## src/rtl/userio_db15_scan.sv

```systemverilog
// rtl/userio_db15_scan.sv - 74HC165 DB15 joystick chain scanner with two-scan debounce.
// Optional macro USERIO_DB15_PRESENT_EN adds the connected output and adapter-absent detection.
module userio_db15_scan #(
  parameter int unsigned CLK_DIV    = 16,
  parameter int unsigned NUM_BITS   = 24,
  parameter int unsigned IDLE_TICKS = 1000
) (
  input  logic        clk,
  input  logic        reset_n,
  input  logic        joy_data,
  output logic        joy_clk,
  output logic        joy_load,
  output logic [15:0] joystick1,
  output logic [15:0] joystick2,
`ifdef USERIO_DB15_PRESENT_EN
  output logic        connected,
`endif
  output logic        scan_done
);

  localparam int unsigned DIV_W  = $clog2(CLK_DIV);
  localparam int unsigned BIT_W  = $clog2(NUM_BITS);
  localparam int unsigned IDLE_W = $clog2(IDLE_TICKS + 1);

  typedef enum logic [2:0] {
    S_IDLE,
    S_LOAD,
    S_SHIFT_HI,
    S_SHIFT_LO,
    S_DONE
  } state_t;

  state_t              state_q;
  logic [DIV_W-1:0]    div_q;
  logic [IDLE_W-1:0]   idle_q;
  logic [BIT_W-1:0]    bit_q;
  logic [NUM_BITS-1:0] raw_q;
  logic [NUM_BITS-1:0] prev_q;
  logic [11:0]         joy1_q;
  logic [11:0]         joy2_q;
  logic                joy_clk_q;
  logic                joy_load_q;
  logic                done_q;
  logic                tick;
`ifdef USERIO_DB15_PRESENT_EN
  logic                conn_q;
`endif

  assign tick = (div_q == DIV_W'(CLK_DIV - 1));

  always_ff @(posedge clk or negedge reset_n) begin
    if (!reset_n) begin
      div_q <= '0;
    end else if (tick) begin
      div_q <= '0;
    end else begin
      div_q <= div_q + 1'b1;
    end
  end

  always_ff @(posedge clk or negedge reset_n) begin
    if (!reset_n) begin
      state_q    <= S_IDLE;
      idle_q     <= '0;
      bit_q      <= '0;
      raw_q      <= '0;
      prev_q     <= '0;
      joy1_q     <= '0;
      joy2_q     <= '0;
      joy_clk_q  <= 1'b0;
      joy_load_q <= 1'b1;
      done_q     <= 1'b0;
`ifdef USERIO_DB15_PRESENT_EN
      conn_q     <= 1'b0;
`endif
    end else begin
      done_q <= 1'b0;
      if (tick) begin
        case (state_q)
          S_IDLE: begin
            if (idle_q == IDLE_W'(IDLE_TICKS - 1)) begin
              idle_q     <= '0;
              joy_load_q <= 1'b0;
              state_q    <= S_LOAD;
            end else begin
              idle_q <= idle_q + 1'b1;
            end
          end
          S_LOAD: begin
            joy_load_q <= 1'b1;
            bit_q      <= '0;
            state_q    <= S_SHIFT_HI;
          end
          S_SHIFT_HI: begin
            // Sample before the rising joy_clk shifts the next bit out.
            raw_q[bit_q] <= ~joy_data;
            joy_clk_q    <= 1'b1;
            state_q      <= S_SHIFT_LO;
          end
          S_SHIFT_LO: begin
            joy_clk_q <= 1'b0;
            if (bit_q == BIT_W'(NUM_BITS - 1)) begin
              state_q <= S_DONE;
            end else begin
              bit_q   <= bit_q + 1'b1;
              state_q <= S_SHIFT_HI;
            end
          end
          S_DONE: begin
            done_q  <= 1'b1;
            state_q <= S_IDLE;
`ifdef USERIO_DB15_PRESENT_EN
            // An all-pressed scan means the data line is stuck low: no adapter.
            if (&raw_q) begin
              conn_q <= 1'b0;
              joy1_q <= '0;
              joy2_q <= '0;
              prev_q <= '0;
            end else begin
              conn_q <= 1'b1;
              if (raw_q == prev_q) begin
                joy1_q <= raw_q[11:0];
                joy2_q <= raw_q[23:12];
              end
              prev_q <= raw_q;
            end
`else
            if (raw_q == prev_q) begin
              joy1_q <= raw_q[11:0];
              joy2_q <= raw_q[23:12];
            end
            prev_q <= raw_q;
`endif
          end
          default: state_q <= S_IDLE;
        endcase
      end
    end
  end

  assign joy_clk   = joy_clk_q;
  assign joy_load  = joy_load_q;
  assign joystick1 = {4'b0000, joy1_q};
  assign joystick2 = {4'b0000, joy2_q};
  assign scan_done = done_q;
`ifdef USERIO_DB15_PRESENT_EN
  assign connected = conn_q;
`endif

endmodule

```

## config.mk

```make
export PLATFORM = sky130hd
export DESIGN_NAME = userio_db15_scan
export DESIGN_NICKNAME = d
export VERILOG_FILES = /design/src/rtl/userio_db15_scan.sv
export SDC_FILE = /design/constraint.sdc
export NUM_CORES = 1
export LEC_CHECK = 0
export ABC_AREA = 1
export BUFFER_PORTS_ARGS = -buffer_cell sky130_fd_sc_hd__clkbuf_2
export CORE_ASPECT_RATIO = 1.75
export CORE_MARGIN = 1
export CORE_UTILIZATION = 45
export DETAILED_ROUTE_END_ITERATION = 6
export PLACE_DENSITY = 0.63
export SLEW_MARGIN = 20
export SYNTH_ARGS = -nofsm -noshare
export SYNTH_HDL_FRONTEND = slang
export SYNTH_SLANG_ARGS = --single-unit
```

## constraint.sdc

```tcl
create_clock -name clk -period 1.5 [get_ports clk]
set_clock_uncertainty 0.05 [all_clocks]
set_input_delay 0.3 -clock clk [delete_from_list [all_inputs] [get_ports clk]]
set_output_delay 0.3 -clock clk [all_outputs]
set_load 0.02 [all_outputs]
```

Word-level counts from Yosys, hierarchy flattened --
Cells that the tools add are included. W data, S select, Z words.
Storage, ports and cells: bits of input ports 3, register bits 97
Cells by class: $add $sub $neg 3, multiplexer cells 15, eq/ne operators 10, reduce and logical (&&, ||, !) cells 13, bitwise operators 1, order comparisons 2
Operators with widths (count):
- $bwmux W24 | 1
- $eq A24 B24 Y1 | 1
- $pmux W3 S4 | 1
- $add A10 B1 Y10 const B | 1
- $eq A10 B10 Y1 const B | 1
- $mux W10 | 1
- $pmux W5 S2 | 1
- $reduce_and A2 Y1 | 5
- $reduce_and A3 Y1 | 3
- $eq A3 B2 Y1 const B | 2
- $lt A5 B6 Y1 const B | 1
- $mux W3 | 2
- $reduce_bool A2 Y1 | 3
- $add A5 B1 Y5 const B | 1
- $demux W1 S5 | 1
- $eq A5 B5 Y1 const B | 1
- $ge A5 B1 Y1 const B | 1
- $mux W5 | 1
- $add A4 B1 Y4 const B | 1
- $eq A4 B4 Y1 const B | 1
- $mux W1 | 4
- $mux W4 | 1
- $ne A2 B2 Y1 const B | 2
- $pmux W1 S2 | 2
- 5 further kinds | 5

Depth between registers and ports, before layout --
depth after elaboration 5, mapped depth 11

Worst setup path before layout --
Ideal clock, no wire load.
path type reg2reg, start point reg div_q[0], end point reg prev_q[10], required time 1.325 ns, arrival time 1.472 ns, slack -0.146 ns, stages on the path, launching flop included 6, path through dfrtp_1 ha_1 nand3_4 nor2_4 buf_2 mux2_2
On the way: cells in the longest elaborated chain, start to end 2
RTL lines:
- from (decl) | line 34 | logic [DIV_W-1:0] div_q;
- from (signal assigned) | line 57 | div_q <= div_q + 1'b1;
- $eq A4 B4 Y1 | line 49 | assign tick = (div_q == DIV_W'(CLK_DIV - 1));
- $reduce_and A2 Y1 (no source line)
- to (signal assigned) | line 132 | prev_q <= raw_q;
- to (decl) | line 38 | logic [NUM_BITS-1:0] prev_q;
No other way between the ends. A chain may end at the register's enable or synchronous reset.

Worst setup path after layout --
start point reg raw_q[13], end point reg joy1_q[10]
On the way: cells in the longest elaborated chain, start to end 2
RTL lines:
- from (decl) | line 37 | logic [NUM_BITS-1:0] raw_q;
- from (signal, indexed assignment) | line 96 | raw_q[bit_q] <= ~joy_data;
- $eq A24 B24 Y1 | line 128 | if (raw_q == prev_q) begin
- $reduce_and A3 Y1 (no source line)
- to (signal assigned) | line 129 | joy1_q <= raw_q[11:0];
- to (decl) | line 39 | logic [11:0] joy1_q;
No other way between the ends.

==> impl_summary.md <==
Final layout
At the end of the flow, the number of nets in the layout was 628. The count of cells in the finished layout, fillers not included, comes to roughly 750. The count of antenna diodes in the layout is 0.

The share of the core filled with cells is 64.29%. Relative to the synthesized area, the layout overhead comes to 38.66%. The fraction of final layout cells with drive strength greater than 1 is 37.50%. In the layout the commonest cells are nand2_1 (117), dfrtp_1 (96), buf_4 (66), nand3_1 (33), inv_1 (32). The finished cells cover 6332 µm². The leading cell type in the layout, fill and taps excluded is nand2_1.

Global route
The number of global-route vias before repair came to 3,747. The first global-routing pass estimated 17,450 µm of wire. The most used routing layer is met2. The global-route met1 utilization is 23.42%. The met2 routing resource usage after global routing is 39.23%. For this run the aggregate overflow at the end of global routing stands at 0. Global routing used 3.300% of the available met3 tracks. Across every metal layer, demand over resource in global routing totals 21.59%. Entering global routing, the biggest net connects 75 pins. The initial antenna violation count is 0.

Detailed routing
The via density per instance is 5.123. The count of nets left with antenna violations after detail routing is 0. The detailed router finished its first iteration with 258 violations. The remaining design rule violation count is 0.

For this block, the routed nets add up to 10,940 µm of wire. The first detailed-routing pass took 4 iterations. The routed length per placed instance is roughly 15 µm. The total vias in the final route is 3,837.

Pwr
The leakage component of the power is 2.978 nW. Cell internal power was estimated by the tool at 3.833 mW. The combinational cell fraction of total power is around 1.9%. The share of total power in the clock network is a little under half. Total power for the finished layout comes to 4.996 mW. The largest vdd supply drop is 0.6867 mV. Sequential cells account for 52.3% of the total power. The net load switching power is 1.163 mW. The areal power density over the cells is 789.0 nW/µm².

The switching power share of the total is 23.28%.

Synthesis
The post-synthesis adder-cell area fraction is 1.644%. After synthesis, the largest family of logic cells by area is simple AND/OR/NAND/NOR gates. The share of flip-flops with an asynchronous set or reset after synthesis is between 90% and 100%. The synthesis warning total is 0. In the synthesized netlist, the number of instances is 511. The mux share of post-synthesis cell area is under 10%. The simple logic cell fraction of the synthesized area is 25.62%. The cell area after synthesis is 4567 µm². The number of flip-flops and latches in the synthesized netlist is 97. The number of distinct library cells after synthesis is 30. In this run, synthesis inferred 0 flip-flops with an integrated enable. The synthesized area divided by synthesized cell count is 8.937 µm².

Summing the areas of all compound-gate instances in the mapped netlist gives 5.452% of the synthesized area. The most used flip-flop cell after synthesis is dfrtp_1. The sequential element share of the synthesized area is 53.18%. Summing the areas of all xor and xnor instances in the mapped netlist gives under 10% of the synthesized area.

Timing
The achievable clock frequency is 615.4 MHz. Counting I/O delays and the setup requirement, the final critical path takes 1.625 ns. The share of the cycle needed by the critical path after routing is 108.3%. Setup repair after global routing could not meet its margin everywhere. The final number of setup-violating endpoints is 60.

The total count of max-transition violations in the final report is 0. The minimum setup slack in the final design is -0.1250 ns. The hold violation count in the final report is 0.

Place
The number of port buffers is 29. The global placement routability congestion is between 0.7 and 0.8. The cell count after placement is 719. The sum of net half-perimeters after detailed placement is 7322 µm. The setup slack at placement is -0.2431 ns. The placed instances occupy a cell area of 5333 µm².

Setup path
The critical-path cell with the highest stage delay is dfrtp_1. The arrival time of the worst setup path is 1.82 ns. In this design, the largest share of critical-path delay is due to simple AND/OR/NAND/NOR gates. Counting stages on the worst path, the most repeated cell is nand2_1. The critical path goes through inv_1, nand2_1, nand2_1, nand2_1, nor2_4, nand2_2, nor2_8, nand2_4, nand2_1, nand2_1. The delay of the slowest cell on the worst path is ~0.40 ns. The buffer and inverter count on the worst path is 1. Along the worst path, the maximum fanout reaches 12. STA classifies the critical path endpoint as a flop.

By startpoint and endpoint, the worst setup path is classified as reg2reg. The required time reported for the critical path endpoint is 1.70 ns. STA classifies the critical path startpoint as a flop.

Floorplan
The I/O pin count is 38. In this run the horizontal extent of the chip is roughly 78 µm. After floorplanning, the core was sized to cover 9849 µm². The die covers about 11,000 µm². In this run the vertical extent of the chip is 135.3 µm.

The initial utilization of the core area, before any placement, comes to 46.37%. The row count is 48.

Clock network
Clock-pin slew was measured on the worst setup and hold paths at roughly 0.08 ns. Buffers inserted during clock tree synthesis total 9. The clock root buffer master is clkbuf_16. The source-to-sink clock delay at the later pin of the worst-skew pair is 0.35 ns.

The H-tree was split into 3 levels. The clock tree from TritonCTS is done. The buffer levels on the longest clock path is 2. Counting every sink on the clock net gives 97.

Hold path
The classification of the worst-slack hold path is in2reg.

Outcome
The flow ran to the end, but the final reports show violations. The checks that failed: negative setup slack.

Job
Max-cap violations in this run came to 0.
## per-stage QoR
step,hold slack (ns),setup TNS [ns]
2_1_floorplan,-0.04559,-1.294
3_3_place_gp,0.2837,-5.985
3_5_place_dp,0.2869,-7.497
4_1_cts,0.3699,-3.251
5_1_grt,0.3975,-10.40
6_report,0.3878,-4.239
## power groups by stage
stage | registers [mW] | clock network [mW] | logic [mW]
after floorplan | 2.67 | 0 | 0.0397
after global routing | 2.61 | 2.44 | 0.110
after CTS | 2.61 | 2.33 | 0.0981
after detailed placement | 2.66 | 0 | 0.0958
final | 2.61 | 2.29 | 0.0953
after global placement | 2.66 | 0 | 0.0941
## worst paths after layout
check,from,endpoint,slack [ns],depth (start not counted)
max,raw_q[13],joy1_q[10],-0.12,10
min,joy_data,raw_q[1],0.39,3
max reg2reg,raw_q[13],joy1_q[10],-0.12,10
min reg2reg,joy1_q[3],joy1_q[3],0.43,2
max in group asynchronous,reset_n,raw_q[23],0.60,3
min in group asynchronous,reset_n,prev_q[18],0.45,3
## metal layers
metal	up-vias	routed length (µm)
met4	0	404
met1	1863	4181
met5	-	0
met3	31	260
li1	1868	-
met2	75	6094
## area by class of cell
| cell class | count | area [µm²] |
|---|---|---|
| Multi-Input combinational cell | 365 | 2427 |
| Tap cell | 125 | 156.4 |
| Timing Repair Buffer | 110 | 885.9 |
| Clock inverter | 6 | 55.05 |
| Sequential cell | 97 | 2429 |
| Fill cell | 778 | 3517 |
| Inverter | 36 | 140.1 |
| Clock buffer | 10 | 239.0 |
## kinds of logic after synthesis
group	count (synthesis)
AOI/OAI and AO/OA	49
xor gates and xnor gates	19
adders and majority gates	6
buffers and inverters	57
DFF	97
muxes	18
other	1
and+or+nand+nor	264
## state kept, by name (all words and copies together), names as in the netlist
name and flops:
prev_q 24, raw_q 24, joy1_q 12, joy2_q 12, idle_q 10, bit_q 5
div_q 4, state_q 3, joy_clk 1, joy_load 1, scan_done 1
## worst reg2reg max path, delay by kind of cell (launching register included)
kind          cells  cell delay [ns]
simple gates      9             1.00
flops             1             0.40
buf+inv           1             0.08
## cells in the mapped netlist (2+ instances only)
| cell type | count | area, µm² |
|---|---|---|
| nor3b_1 | 2 | 15.01 |
| mux2_2 | 17 | 191.4 |
| nor2_4 | 3 | 33.78 |
| ha_1 | 6 | 75.07 |
| o21ai_0 | 26 | 130.1 |
| buf_6 | 2 | 22.52 |
| nor3_1 | 13 | 65.06 |
| nor2_1 | 47 | 176.4 |
| nand3_1 | 51 | 255.2 |
| buf_4 | 10 | 75.07 |
| a21oi_1 | 15 | 75.07 |
| nand4_1 | 5 | 31.28 |
| xnor2_1 | 14 | 122.6 |
| nand3_4 | 2 | 35.03 |
| dfrtp_1 | 96 | 2402 |
| buf_2 | 5 | 25.02 |
| inv_1 | 36 | 135.1 |
| o21ai_1 | 6 | 30.03 |
| clkbuf_1 | 4 | 15.01 |
| xor2_1 | 5 | 43.79 |
| nand2_1 | 137 | 514.2 |
## timing repair
item | in CTS | in global routing
hold endpoints to repair | 96 | 0
hold buffers | 1 | 0
buffers inserted | 5 | 6
pin swaps | 7 | 21
gates cloned | 1 | 1
resized for setup | 43 | 108
endpoints found under the setup margin | 59 | 88
(Power assumes the default switching activity.)
